**src/rtl/pu_pkg.sv**
```systemverilog
// Shared types for the protection-unit violation logger.
//   TS_W        : width of the free-running timestamp.
//   DROP_W      : width of the saturating drop counter.
//   irq_state_t : states of the interrupt FSM.
//   log_entry_t : fixed-width part of a log entry.
//   sat_inc     : saturating increment for the drop counter.
// The full FIFO word is {addr, id, log_entry_t}. The address and ID widths
// are parameters of the logger, so they are prepended there.
package pu_pkg;

  localparam int TS_W   = 32;
  localparam int DROP_W = 16;

  typedef enum logic {
    IRQ_IDLE   = 1'b0,
    IRQ_ASSERT = 1'b1
  } irq_state_t;

  typedef struct packed {
    logic            write;
    logic [TS_W-1:0] ts;
  } log_entry_t;

  function automatic logic [DROP_W-1:0] sat_inc(input logic [DROP_W-1:0] v);
    return (&v) ? v : v + DROP_W'(1);
  endfunction

endpackage

```
**src/rtl/pu_sync_fifo.sv**
```systemverilog
// Single-clock first-word-fall-through FIFO with an occupancy count.
// Ports:
//   clk, rst : rising-edge clock and asynchronous active-high reset.
//   push, din: write request and write data.
//   pop      : read request. dout always shows the head entry.
//   push_ok  : push accepted this cycle.
//   pop_ok   : pop accepted this cycle.
//   empty, full, count : occupancy status.
// A push into a full FIFO is accepted only when a pop is accepted in the same
// cycle. A pop of an empty FIFO is ignored.
module pu_sync_fifo #(
  parameter int WIDTH = 8,
  parameter int DEPTH = 8,
  localparam int AW   = $clog2(DEPTH),
  localparam int CW   = $clog2(DEPTH + 1)
) (
  input  logic             clk,
  input  logic             rst,
  input  logic             push,
  input  logic [WIDTH-1:0] din,
  input  logic             pop,
  output logic [WIDTH-1:0] dout,
  output logic             push_ok,
  output logic             pop_ok,
  output logic             empty,
  output logic             full,
  output logic [CW-1:0]    count
);

  logic [WIDTH-1:0] mem [DEPTH];
  logic [AW-1:0]    wr_ptr;
  logic [AW-1:0]    rd_ptr;

  assign empty   = (count == '0);
  assign full    = (count == CW'(DEPTH));
  assign pop_ok  = pop && !empty;
  assign push_ok = push && (!full || pop_ok);
  assign dout    = mem[rd_ptr];

  // Storage has no reset: its contents are meaningless while the FIFO is empty.
  always_ff @(posedge clk) begin
    if (push_ok) begin
      mem[wr_ptr] <= din;
    end
  end

  // DEPTH is a power of two, so the pointers wrap naturally.
  always_ff @(posedge clk or posedge rst) begin
    if (rst) begin
      wr_ptr <= '0;
      rd_ptr <= '0;
      count  <= '0;
    end else begin
      if (push_ok) begin
        wr_ptr <= wr_ptr + AW'(1);
      end
      if (pop_ok) begin
        rd_ptr <= rd_ptr + AW'(1);
      end
      count <= count + CW'(push_ok) - CW'(pop_ok);
    end
  end

endmodule

```
**src/rtl/violation_logger.sv**
```systemverilog
// Logs transactions that the protection unit denies.
// Each entry holds the address, the AXI ID, the direction and a timestamp.
// Ports:
//   aclk, areset        : clock and asynchronous active-high reset.
//   viol_*              : denied-transaction report. There is no back-pressure.
//   pop                 : consume the head entry.
//   clr_drop            : clear drop_cnt and overflow.
//   irq_thresh          : occupancy that raises irq. A value of 0 disables it.
//   head_*              : head entry, first-word-fall-through.
//   head_valid          : the FIFO holds at least one entry.
//   count               : current occupancy.
//   drop_cnt, overflow  : count and sticky flag for events lost while full.
//   irq                 : registered level interrupt.
import pu_pkg::*;

module violation_logger #(
  parameter int DEPTH  = 8,
  parameter int ADDR_W = 32,
  parameter int ID_W   = 4,
  localparam int CW    = $clog2(DEPTH + 1)
) (
  input  logic              aclk,
  input  logic              areset,
  input  logic              viol_valid,
  input  logic              viol_write,
  input  logic [ADDR_W-1:0] viol_addr,
  input  logic [ID_W-1:0]   viol_id,
  input  logic              pop,
  input  logic              clr_drop,
  input  logic [CW-1:0]     irq_thresh,
  output logic              head_valid,
  output logic [ADDR_W-1:0] head_addr,
  output logic [ID_W-1:0]   head_id,
  output logic              head_write,
  output logic [TS_W-1:0]   head_ts,
  output logic [CW-1:0]     count,
  output logic [15:0]       drop_cnt,
  output logic              overflow,
  output logic              irq
);

  localparam int ENTRY_W = ADDR_W + ID_W + $bits(log_entry_t);

  logic               armed;
  logic               push_req, pop_req, clr_req;
  logic [TS_W-1:0]    ts_q;
  log_entry_t         meta_in, meta_out;
  logic [ENTRY_W-1:0] fifo_din, fifo_dout;
  logic               push_ok, pop_ok, fifo_empty, fifo_full;
  logic               drop;
  logic [CW-1:0]      count_next;
  logic [15:0]        drop_d;
  logic               overflow_d;
  logic               irq_hold;
  irq_state_t         state_q, state_d;

  // The first edge after reset release only arms the block. This gives the
  // upstream logic one cycle to settle before its strobes are trusted.
  always_ff @(posedge aclk or posedge areset) begin
    if (areset) begin
      armed <= 1'b0;
    end else begin
      armed <= 1'b1;
    end
  end

  assign push_req = viol_valid && armed;
  assign pop_req  = pop && armed;
  assign clr_req  = clr_drop && armed;

  // The timestamp runs freely and wraps at 2^32.
  always_ff @(posedge aclk or posedge areset) begin
    if (areset) begin
      ts_q <= '0;
    end else begin
      ts_q <= ts_q + TS_W'(1);
    end
  end

  always_comb begin
    meta_in       = '0;
    meta_in.write = viol_write;
    meta_in.ts    = ts_q;
  end

  assign fifo_din = {viol_addr, viol_id, meta_in};

  pu_sync_fifo #(
    .WIDTH (ENTRY_W),
    .DEPTH (DEPTH)
  ) u_fifo (
    .clk     (aclk),
    .rst     (areset),
    .push    (push_req),
    .din     (fifo_din),
    .pop     (pop_req),
    .dout    (fifo_dout),
    .push_ok (push_ok),
    .pop_ok  (pop_ok),
    .empty   (fifo_empty),
    .full    (fifo_full),
    .count   (count)
  );

  assign {head_addr, head_id, meta_out} = fifo_dout;
  assign head_write = meta_out.write;
  assign head_ts    = meta_out.ts;
  assign head_valid = !fifo_empty;

  // An event is lost only when the FIFO is full and no pop frees a slot.
  // A same-cycle clear wins over a drop.
  assign drop = push_req && fifo_full && !pop_ok;

  always_comb begin
    drop_d     = drop_cnt;
    overflow_d = overflow;
    if (clr_req) begin
      drop_d     = '0;
      overflow_d = 1'b0;
    end else if (drop) begin
      drop_d     = sat_inc(drop_cnt);
      overflow_d = 1'b1;
    end
  end

  always_ff @(posedge aclk or posedge areset) begin
    if (areset) begin
      drop_cnt <= '0;
      overflow <= 1'b0;
    end else begin
      drop_cnt <= drop_d;
      overflow <= overflow_d;
    end
  end

  // The irq decision uses the next occupancy and the next overflow value.
  // This makes irq change on the same edge as count and overflow.
  assign count_next = count + CW'(push_ok) - CW'(pop_ok);
  assign irq_hold   = overflow_d || ((irq_thresh != '0) && (count_next >= irq_thresh));

  always_ff @(posedge aclk or posedge areset) begin
    if (areset) begin
      state_q <= IRQ_IDLE;
    end else begin
      state_q <= state_d;
    end
  end

  always_comb begin
    state_d = state_q;
    case (state_q)
      IRQ_IDLE:   if (irq_hold)  state_d = IRQ_ASSERT;
      IRQ_ASSERT: if (!irq_hold) state_d = IRQ_IDLE;
      default:    state_d = IRQ_IDLE;
    endcase
  end

  // irq is decoded from a single state flop, so it cannot glitch.
  assign irq = (state_q == IRQ_ASSERT);

endmodule

```
**config.mk**
```make
export PLATFORM = sky130hd
export DESIGN_NAME = violation_logger
export DESIGN_NICKNAME = d
export VERILOG_FILES = /design/src/rtl/pu_pkg.sv /design/src/rtl/pu_sync_fifo.sv /design/src/rtl/violation_logger.sv
export SDC_FILE = /design/constraint.sdc
export NUM_CORES = 1
export LEC_CHECK = 0
export CORE_MARGIN = 2
export CORE_UTILIZATION = 40
export CTS_CLUSTER_DIAMETER = 100
export DETAILED_ROUTE_END_ITERATION = 8
export PLACE_DENSITY_LB_ADDON = 0.1
export RECOVER_POWER = 25
export SLEW_MARGIN = 0
export SYNTH_ARGS = -nofsm -noshare
export SYNTH_HDL_FRONTEND = slang
export SYNTH_SLANG_ARGS = --single-unit
```
**constraint.sdc**
```tcl
create_clock -name aclk -period 8.5 [get_ports aclk]
set_input_delay 1.275 -clock aclk [delete_from_list [all_inputs] [get_ports aclk]]
set_output_delay 1.275 -clock aclk [all_outputs]
set_load 0.02 [all_outputs]
```
# ---- After elaboration in Yosys (flattened, before gate mapping)
# Memory sizes are Yosys's and may differ from the RTL's.
# Cells that the tools add are included.
dict set report totals {
  ff_bits 61
  latch_bits 0
  mem_bits_rw 552
  rom_bits 0
  input_bits 46
  output_inout_bits 92
  elab_cells 44
  memories 1
}
dict set report classes {
  addsub 6
  multipliers 0
  div 0
  magnitude_cmp 1
  eq_ne 2
  n_shift 0
  muxes 8
  bitwise_logic 0
  n_reduce_logical 18
}
# name depth width read_ports rd_ports_with_merged_regs wr line
set mem_list {}
lappend mem_list {u_fifo.mem 8 69 1 0 1 pu_sync_fifo.sv:30} ;# logic [WIDTH-1:0] mem [DEPTH];
# cell n
set op_table {}
lappend op_table {{$mux W16} 3}
lappend op_table {{$add A32 B1 Y32 const B} 1}
lappend op_table {{$add A16 B1 Y16 const B} 1}
lappend op_table {{$reduce_and A16 Y1} 1}
lappend op_table {{$logic_and A1 B1 Y1} 8}
lappend op_table {{$add A3 B1 Y3 const B} 2}
lappend op_table {{$mux W1} 5}
lappend op_table {{$add A4 B1 Y4} 1}
lappend op_table {{$eq A4 B4 Y1 const B} 1}
lappend op_table {{$ge A4 B4 Y1} 1}
lappend op_table {{$logic_not A4 Y1} 1}
lappend op_table {{$reduce_bool A4 Y1} 1}
lappend op_table {{$sub A4 B1 Y4} 1}
lappend op_table {{$logic_not A1 Y1} 3}
lappend op_table {{$logic_or A1 B1 Y1} 2}
lappend op_table {{$ne A2 B2 Y1 const B} 1}
lappend op_table {{$reduce_and A2 Y1} 1}
lappend op_table {{$reduce_bool A2 Y1} 1}

# ---- Depth between registers and ports, before layout
# Gate-level depths: netlist (run 1).
dict set report depth {
  ltp_word 11
  depth_mapped 12
  depth_no_buf 12
}

# ---- By module
# A second synthesis (run 1) with hierarchy kept.
dict set report hier_totals {
  cells_unflattened 1123
  area_unflattened_um2 24039.3
}
# module n_inst cells_per_inst area_per_inst_um2 seq_area_each_um2
set modules_own_cells {}
lappend modules_own_cells {pu_sync_fifo 1 861 21350.5 16826.1}
lappend modules_own_cells {violation_logger 1 262 2688.8 1276.2}

# ---- Least setup slack after synthesis (run 1)
# Ideal clock, no wire load.
dict set report synth_timing {
  kind {input-to-reg}
  startpoint {input pop}
  endpoint {memory u_fifo.mem[3][0] (netlist name), enable pin}
  setup_time_ns 0.595
  arrival_time_ns 7.065
  t_required_ns 7.905
  slack_ns 0.839
  stages 4
  n_path_buf 0
  path_cell_list {nand3b_1 > a31oi_1 > nand2_1 > nor3b_1}
}
dict set report synth_via {
  elab_chain_len 6
}
# item line
set synth_rtl {}
lappend synth_rtl {{start: declaration} violation_logger.sv:28} ;# input logic pop,
lappend synth_rtl {{$logic_and A1 B1 Y1} violation_logger.sv:68} ;# assign pop_req = pop && armed;
lappend synth_rtl {{$logic_and A1 B1 Y1} pu_sync_fifo.sv:36} ;# assign pop_ok = pop && !empty;
lappend synth_rtl {{$logic_or A1 B1 Y1} pu_sync_fifo.sv:37} ;# assign push_ok = push && (!full || pop_ok);
lappend synth_rtl {{$logic_and A1 B1 Y1} pu_sync_fifo.sv:37}
lappend synth_rtl {{$mux W1} pu_sync_fifo.sv:42} ;# if (push_ok) begin
lappend synth_rtl {{$mux W1 (not written as such)} pu_sync_fifo.sv:43} ;# mem[wr_ptr] <= din;
lappend synth_rtl {{end: declaration} pu_sync_fifo.sv:30}
# Every way passes these cells.

# ---- Final worst setup path (run 1)
dict set report layout_timing {
  startpoint {register u_fifo.rd_ptr[1]}
  endpoint {output head_ts[9]}
}
dict set report layout_via {
  elab_chain_len 1
}
# item line
set layout_rtl {}
lappend layout_rtl {{start: declaration} pu_sync_fifo.sv:32} ;# logic [AW-1:0] rd_ptr;
lappend layout_rtl {{start signal: assignment} pu_sync_fifo.sv:58} ;# rd_ptr <= rd_ptr + AW'(1);
lappend layout_rtl {{$mem_v2 Z8 W69} --}
lappend layout_rtl {{end: declaration} violation_logger.sv:35} ;# output logic [TS_W-1:0] head_ts,
# Every way passes these cells.

==> out/summary.md, run 1 <==
Counting flops with a built-in enable in the synthesized netlist gives 552. The multi-input combinational cells in the finished layout cover a total of 5490 um2. The area of the die was 61400 um2; the relative area change from synthesis to final layout was 19.0%.

Fill cells in the final layout number 4854. The slowest stage of the critical path is the dfrtp_4 cell. Hold is met by 0.522 ns.

In this run the count of I/O pins placed on the die edge is 138. The wire-length estimate of the detail-placed layout is 25800 um. The H-tree was split into 3 levels. The net count of the finished layout is 1344.

Summed over all cells, the static leakage comes to 9.49 nW. Sequential elements use 76.1% of the synthesized area. Element type at the critical path start: a flip-flop.

The total overflow left after global routing is 0. Clock-pin slew was measured on the worst setup and hold paths at 0.06 ns. The number of buffer and inverter stages on the critical path was 2; the CTS buffer count was 67.

In this run the tightest slew margin relative to its limit is 17.4%. The signal on the critical path passes through buf_4 > mux4_2 > mux2_2 > clkdlybuf4s50_1. The power consumption came out at 9.12 mW. The biggest cell delay along the critical path was 1.06 ns. In the final timing run, aggregate negative setup slack is 0 ns.

The count of synthesis-stage warnings from yosys is 0, and the routability congestion estimate is 0.698. In this run, distinct cell masters in the synthesized netlist total 43. Once the clock tree was built, the resizer swapped 0 gates to a different size. After clock tree synthesis, the flow added hold-fix buffers numbering 0. For this block, the initial DRC count from the detailed router was 711. The overall routing resource usage was 16.2%. The worst setup path is captured at an output port. The class of the tightest hold or removal check was reg2reg. The count of nets left with antenna violations once routing finished came out at 0.

The effective utilization at floorplan was 40.4%. Setup repair after global routing left no endpoint under its margin. Kind of critical path: reg2out. Wires add up to 48600 um. The clock period minus final worst setup slack was 5.15 ns; the height of the die was 248 um.

The slew at the pin with the worst max-slew slack is 1.23 ns, and the signal arrival time at the worst endpoint is 3.88 ns. The initialized floorplan defines 89 standard-cell rows. After floorplanning, the core was sized to cover 58900 um2. The finished layout holds 2109 standard cells, fillers aside. The count of endpoints failing setup in the final report is 0. The logs give 0 for the post-detailed-route DRC marker count and 204 uV for the worst ir drop on vdd. Of the cells placed in the final design, the portion with a size suffix greater than 1 is 25.6%. The number of antenna violations at the first check in global routing is 1.

The clock net in this run drives a total of 613 sinks. Entering global routing, the biggest net connects 69 pins. Measured on the finished design, the core utilization comes to 48.1%. The most common cell after layout, fill and taps aside is edfxtp_1.

In the post-synthesis netlist, the biggest area contributors are edfxtp_1, mux4_2, dfrtp_1. Measured along the x axis, the die boundary spans 248 um. The average vias per placed instance came out at 5.29. Buffers placed on the I/O ports in this run total 137.

The post-synthesis area per instance is 21.6 um2. The via count was 11200. The most used flip-flop cell after synthesis is edfxtp_1. The via count of the first global-routing pass is 11800, and the total of max-cap violations is 0. In this run the power density over the cells is 322 nW/um2. In this run the cell area of the synthesized design comes to 23800 um2. The run gives 4 as the first-pass detailed-route iteration total. For the final database, setup skew stands at 0.0121 ns. The flow ran to the end, and the final reports show no timing, DRC or antenna violations. The first global-routing pass estimated 74000 um of wire. Post-CTS timing repair inserted 0 buffers for setup. Counting tap cells, the placed design contains a total of 1988 instances. The portion of the clock cycle consumed by the worst path in the final layout is 60.6%, and the average wire per cell in the routed design is 23.1 um. The largest driver fanout on the critical path is 64, and the upper clock frequency limit is 0.194 GHz.

The final-report max-slew violation count came out at 0. TritonCTS built the clock tree. Async set-reset flop share out of synthesis: 9.95%. Clock latency on the worst-skew pair, taken at its later pin, is 0.58 ns.

The library cells used most frequently in the layout, excluding fill and tap cells, are edfxtp_1, mux4_2, clkdlybuf4s50_1. The synthesized design spends more area on one cell type than any other, namely edfxtp_1. Data on the critical path is required at its endpoint by 7.22 ns. The clock passes through at most 3 buffers. The clock root buffer master was clkbuf_16. In this design, the largest share of critical-path delay is due to buffers and inverters. The logs give 18100 um2 for the sequential cell area and 1160 for the total nets after synthesis. In this run the biggest area consumer among cell types represents 69.7% of the synthesized area. The logs give 0 for the total count of hold-check failures in the final report and 1100 for the post-synthesis cell count. In this run, synthesis produced a sequential element count of 613.
## worst register-to-register path: cells and delay by family, from the launching register on
kind / cells / cell delay [ns]
buffers and inverters: 4 / 1.14
adders and majority gates: 1 / 0.23
AOI/OAI and AO/OA: 1 / 0.21
DFF: 1 / 0.34
and+or+nand+nor: 3 / 1.19
## layout make-up
class,instances,area share (%)
Tap cell,773,3.42
Antenna cell,1,0.00884
Inverter,10,0.133
Sequential cell,613,64.0
Multi-Input combinational cell,431,19.4
Timing Repair Buffer,161,5.53
Clock inverter,28,0.844
Clock buffer,92,6.70
## flip-flops by register name (all words and copies together), names as in the netlist
signal,cells
u_fifo.mem,552
ts_q,32
drop_cnt,16
u_fifo.count,4
u_fifo.rd_ptr,3
u_fifo.wr_ptr,3
armed,1
irq,1
overflow,1
## power by group
| group | switching (mW) | leakage [nW] | total [mW] | internal [mW] |
|---|---|---|---|---|
| combinational | 1.23 | 2.44 | 2.58 | 1.35 |
| clock | 1.12 | 1.04 | 2.80 | 1.68 |
| sequential | 0.230 | 6.01 | 3.73 | 3.50 |
| total | 2.58 | 9.49 | 9.12 | 6.53 |
## cell families (layout without fill, tap and decap cells)
group                    after synthesis  count (layout)  share of synthesized area (%)
flip-flops                           613             613                           76.1
multiplexers                         215             215                           16.7
adder cells (fa/ha/maj)               14              14                          0.768
XOR/XNOR                              36              36                           1.33
AO/OA/AOI/OAI                         30              30                          0.789
other                                  1               2                         0.0158
AND/OR/NAND/NOR                      135             135                           3.30
buffers and inverters                 56             291                          0.984
## through the flow
step	setup slack, ns	cell area (um2)
3_5_place_dp	3.89	26200
3_3_place_gp	3.86	26200
6_report	3.35	28300
5_1_grt	3.10	28300
4_1_cts	3.25	28300
2_1_floorplan	0.839	23800
## synth_stat cells (2+ instances only)
library cell,count
nand2b_1,9
mux2i_1,6
or3_1,3
nand3_1,15
inv_1,10
and2_1,3
edfxtp_1,552
a21oi_1,11
buf_2,13
a31oi_1,2
xor2_1,16
nor2_1,9
clkbuf_1,25
ha_1,13
nand2_1,33
o31ai_1,6
mux2_2,71
nor4_2,2
buf_1,7
dfrtp_1,61
o21ai_0,4
and3_1,7
nor4_1,5
nor3b_1,5
and4_1,6
xnor2_1,20
nand4_1,16
mux4_2,138
a21o_1,2
or4_1,10
nor3_1,8
## path summary, 6_finish.rpt
path                                   from  cells after the start                 to  slack (ns)
max                        u_fifo.rd_ptr[1]                      4         head_ts[9]        3.35
min                                overflow                      1           overflow        0.52
max reg2reg                 u_fifo.count[2]                      9  u_fifo.mem[1][52]        5.01
min reg2reg                        overflow                      1           overflow        0.52
max in group asynchronous            areset                      3   u_fifo.rd_ptr[0]        6.51
min in group asynchronous            areset                      3           ts_q[20]        1.31
## metal layers
| metal | vias up | share of wire (%) | wire length, um | global-route usage, % |
|---|---|---|---|---|
| li1 | 4928 | - | - | - |
| met4 | 2 | 1.6 | 796 | 4.61 |
| met5 | - | 0.027 | 13 | 0 |
| met1 | 5926 | 45 | 22100 | 22.7 |
| met2 | 244 | 48 | 23500 | 26.2 |
| met3 | 65 | 4.6 | 2250 | 2.97 |
Note: power is estimated with default switching activity, not from simulation.
==> inputs of run 2 (changes only) <==
==> constraint.sdc (replaced) <==
create_clock -name aclk -period 5.05 [get_ports aclk]
set_input_delay 0.7575 -clock aclk [delete_from_list [all_inputs] [get_ports aclk]]
set_output_delay 0.7575 -clock aclk [all_outputs]
set_load 0.02 [all_outputs]
==> run 2 against run 1 <==
Clock skew rose by 0.018 ns. First-iteration DRC count fell by 11%. Routed wire length rose by 0.72%. Sequential share of layout area fell by 0.56 points. Highest routed layer is now met4. Die area did not move. Core utilization rose by 0.42 points. Global-route usage rose by 0.24 points. Register-to-register slack got worse by 3.1 ns. Final cell count rose by 0.28%. Sequential power rose by 67%.
==> out/summary.md, run 2 (synthesized netlist as in run 1, its figures left out) <==
The logic gate share of total power is 29.1%. The logs give 15.5 mW for the power consumption and 0.247 GHz for the upper clock frequency limit. The relative area change from synthesis to final layout was 20.1%.

The first-pass detailed-route iteration total came out at 6. Counting the fill cells in the layout gives 4850. The tools report the number of antenna violations at the first check in global routing as 0. Input and output buffers added on the ports amount to 137. The capturing element type of the critical path is an output port. The worst setup path is launched from a flip-flop. For this design the static power due to leakage is 9.59 nW.

After detailed routing, the number of remaining DRC violations is 0. For the pin with the worst max-slew slack, the measured transition is 1.35 ns. The run gives 613 as the sink count of the clock tree.

Once the clock tree was built, the resizer swapped 0 gates to a different size. Of the total power, registers draw 40.3%. Net switching is 28.2% of the power.

The internal power of the cells totals 11.1 mW. For the finished layout, the period the worst path requires is 4.05 ns. In the final layout, the registers with the most flip-flops are u_fifo.mem x552, ts_q x32, drop_cnt x16. The tools report the pin count of the biggest net entering global routing as 70.

After detailed routing, the number of vias per cell comes to 5.25. In this run the tightest slew margin relative to its limit is 9.45%. At the end of the flow, the number of nets in the layout was 1352. Dividing the detail-routed wire length by the instance count gives 23.2 um.

The H-tree depth reported by CTS is 3, and the clock transition at the register clock pins on the worst setup and hold paths after CTS is 0.06 ns. Leaving out fill and tap cells, the most frequent cell in the layout is edfxtp_1. Across all setup checks in the final design, the least slack found is 1.00 ns. The reported net switching power was 4.37 mW; the via count was 11100. In this run the core area contains 89 standard-cell rows. The largest driver fanout on the critical path is 27, and the area of the core is 58900 um2. The number of buffer and inverter stages on the critical path came out at 2.

The tools report the signal arrival time at the worst endpoint as 3.29 ns. In this run the horizontal extent of the chip is 248 um. Setup repair after global routing left no endpoint under its margin. On the final layout, the worst hold slack is 0.526 ns. Across the VDD grid, the largest voltage drop is 324 uV. Max-cap violations in this run came to 0. The register with the most flip-flops in the layout has 552 of them. After detailed routing, the total wire length is 49000 um. The largest single stage delay on the critical path is 0.80 ns. The worst-case setup slack after placement is 1.33 ns.

Routability-driven placement finished with a final weighted congestion of 0.702. The worst setup skew after layout came out at 0.0305 ns. The logs give 3 for the worst-case clock buffer depth and 0.59 ns for the clock latency reported for the late side of the worst-skew pair. The effective utilization at floorplan is 40.4%. Traced cell by cell, the critical path runs through buf_4 > mux4_2 > mux2_2 > clkdlybuf4s50_1. Setup violations remaining at the end of the flow were counted as 0.

The run finished with clean final reports. The setup path with the least slack is of type reg2out. The die covers 61400 um2. Global route total overflow: 0.

Once layout is complete, the utilization of the core stands at 48.5%. TritonCTS built the clock tree. Of the cells placed in the final design, the portion with a size suffix greater than 1 is 25.6%. The min-delay analysis places its worst path in the category reg2reg.

Clock tree synthesis inserted a total of 68 buffers. The number of placed instances, taps included, is 1995. The detail route stage leaves a number of antenna-violating nets equal to 0. In the layout the commonest cells are edfxtp_1, mux4_2, clkdlybuf4s50_1.

The number of antenna diodes in the final layout is 0. Power spread over the standard cell area amounts to 542 nW/um2. Data on the critical path is required at its endpoint by 4.29 ns. The clock root buffer master was clkbuf_16. The final HPWL from detailed placement came out at 27000 um.

The library cell contributing the largest single delay on the critical path is dfrtp_4. The number of hold buffers added after CTS was 0. Across every metal layer, demand over resource in global routing totals 16.5%.

After the first detailed-routing iteration, the DRC count stood at 634. The die is 248 um tall. For this run, the number of standard cells in the final layout without fillers is 2115.

On the critical path the largest part of the delay comes from buffers and inverters. The tools report the first-pass GRT wire length as 74800 um. For this design the top-level I/O count stands at 138. The share of total power dissipated in the clock network is 30.7%.

Summed over all failing endpoints, the final setup total negative slack is 0 ns. The total placed instance area was 26400 um2; the buffer count from post-CTS setup fixing was 0. The run gives 28600 um2 as the post-route standard cell area excluding fillers. For the via count of the first global-routing pass, the log shows 12100. For the final-report max-slew violation count, the log shows 0.

Dividing the final minimum period by the clock period gives 80.2%. u_fifo.mem holds more flip-flops than any other register. The total count of hold-check failures in the final report is 0.
-- run 2: routing by layer --
metal | track usage (%) | vias to the layer above | part of all wire, %
met5 | 0 | - | 0
met4 | 5.09 | 0 | 1.8
met3 | 2.71 | 61 | 3.8
met2 | 27.6 | 194 | 50
met1 | 22.1 | 5909 | 44
li1 | - | 4950 | -
-- run 2: path summary, 6_finish.rpt --
check	start	endpoint	slack [ns]	cells past startpoint
hold reg to reg	u_fifo.wr_ptr[0]	u_fifo.wr_ptr[0]	0.53	1
max in group asynchronous	areset	u_fifo.rd_ptr[0]	3.44	3
setup reg to reg	u_fifo.count[2]	u_fifo.mem[5][52]	1.96	7
min in group asynchronous	areset	ts_q[24]	0.65	2
hold / removal	u_fifo.wr_ptr[0]	u_fifo.wr_ptr[0]	0.53	1
setup / recovery	u_fifo.rd_ptr[0]	head_addr[22]	1.0	4
-- run 2: power groups by stage --
| stage | clock [mW] | combinational [mW] | sequential, mW |
|---|---|---|---|
| final | 4.74 | 4.50 | 6.23 |
| after global routing | 5.08 | 4.86 | 6.29 |
| after CTS | 4.89 | 4.64 | 6.25 |
| after detailed placement | 0 | 4.62 | 6.36 |
| after global placement | 0 | 4.63 | 6.34 |
| after floorplan | 0 | 3.02 | 6.12 |
-- run 2: layout make-up --
type / instances / area [um2] / share of cell area [%]
sequential: 613 / 18100 / 63.4
timing repair buffer: 168 / 1780 / 6.23
tap: 773 / 967 / 3.39
clock inverter: 23 / 239 / 0.837
inverter: 10 / 37.5 / 0.131
multi-input combinational: 431 / 5530 / 19.3
clock buffer: 97 / 1890 / 6.63
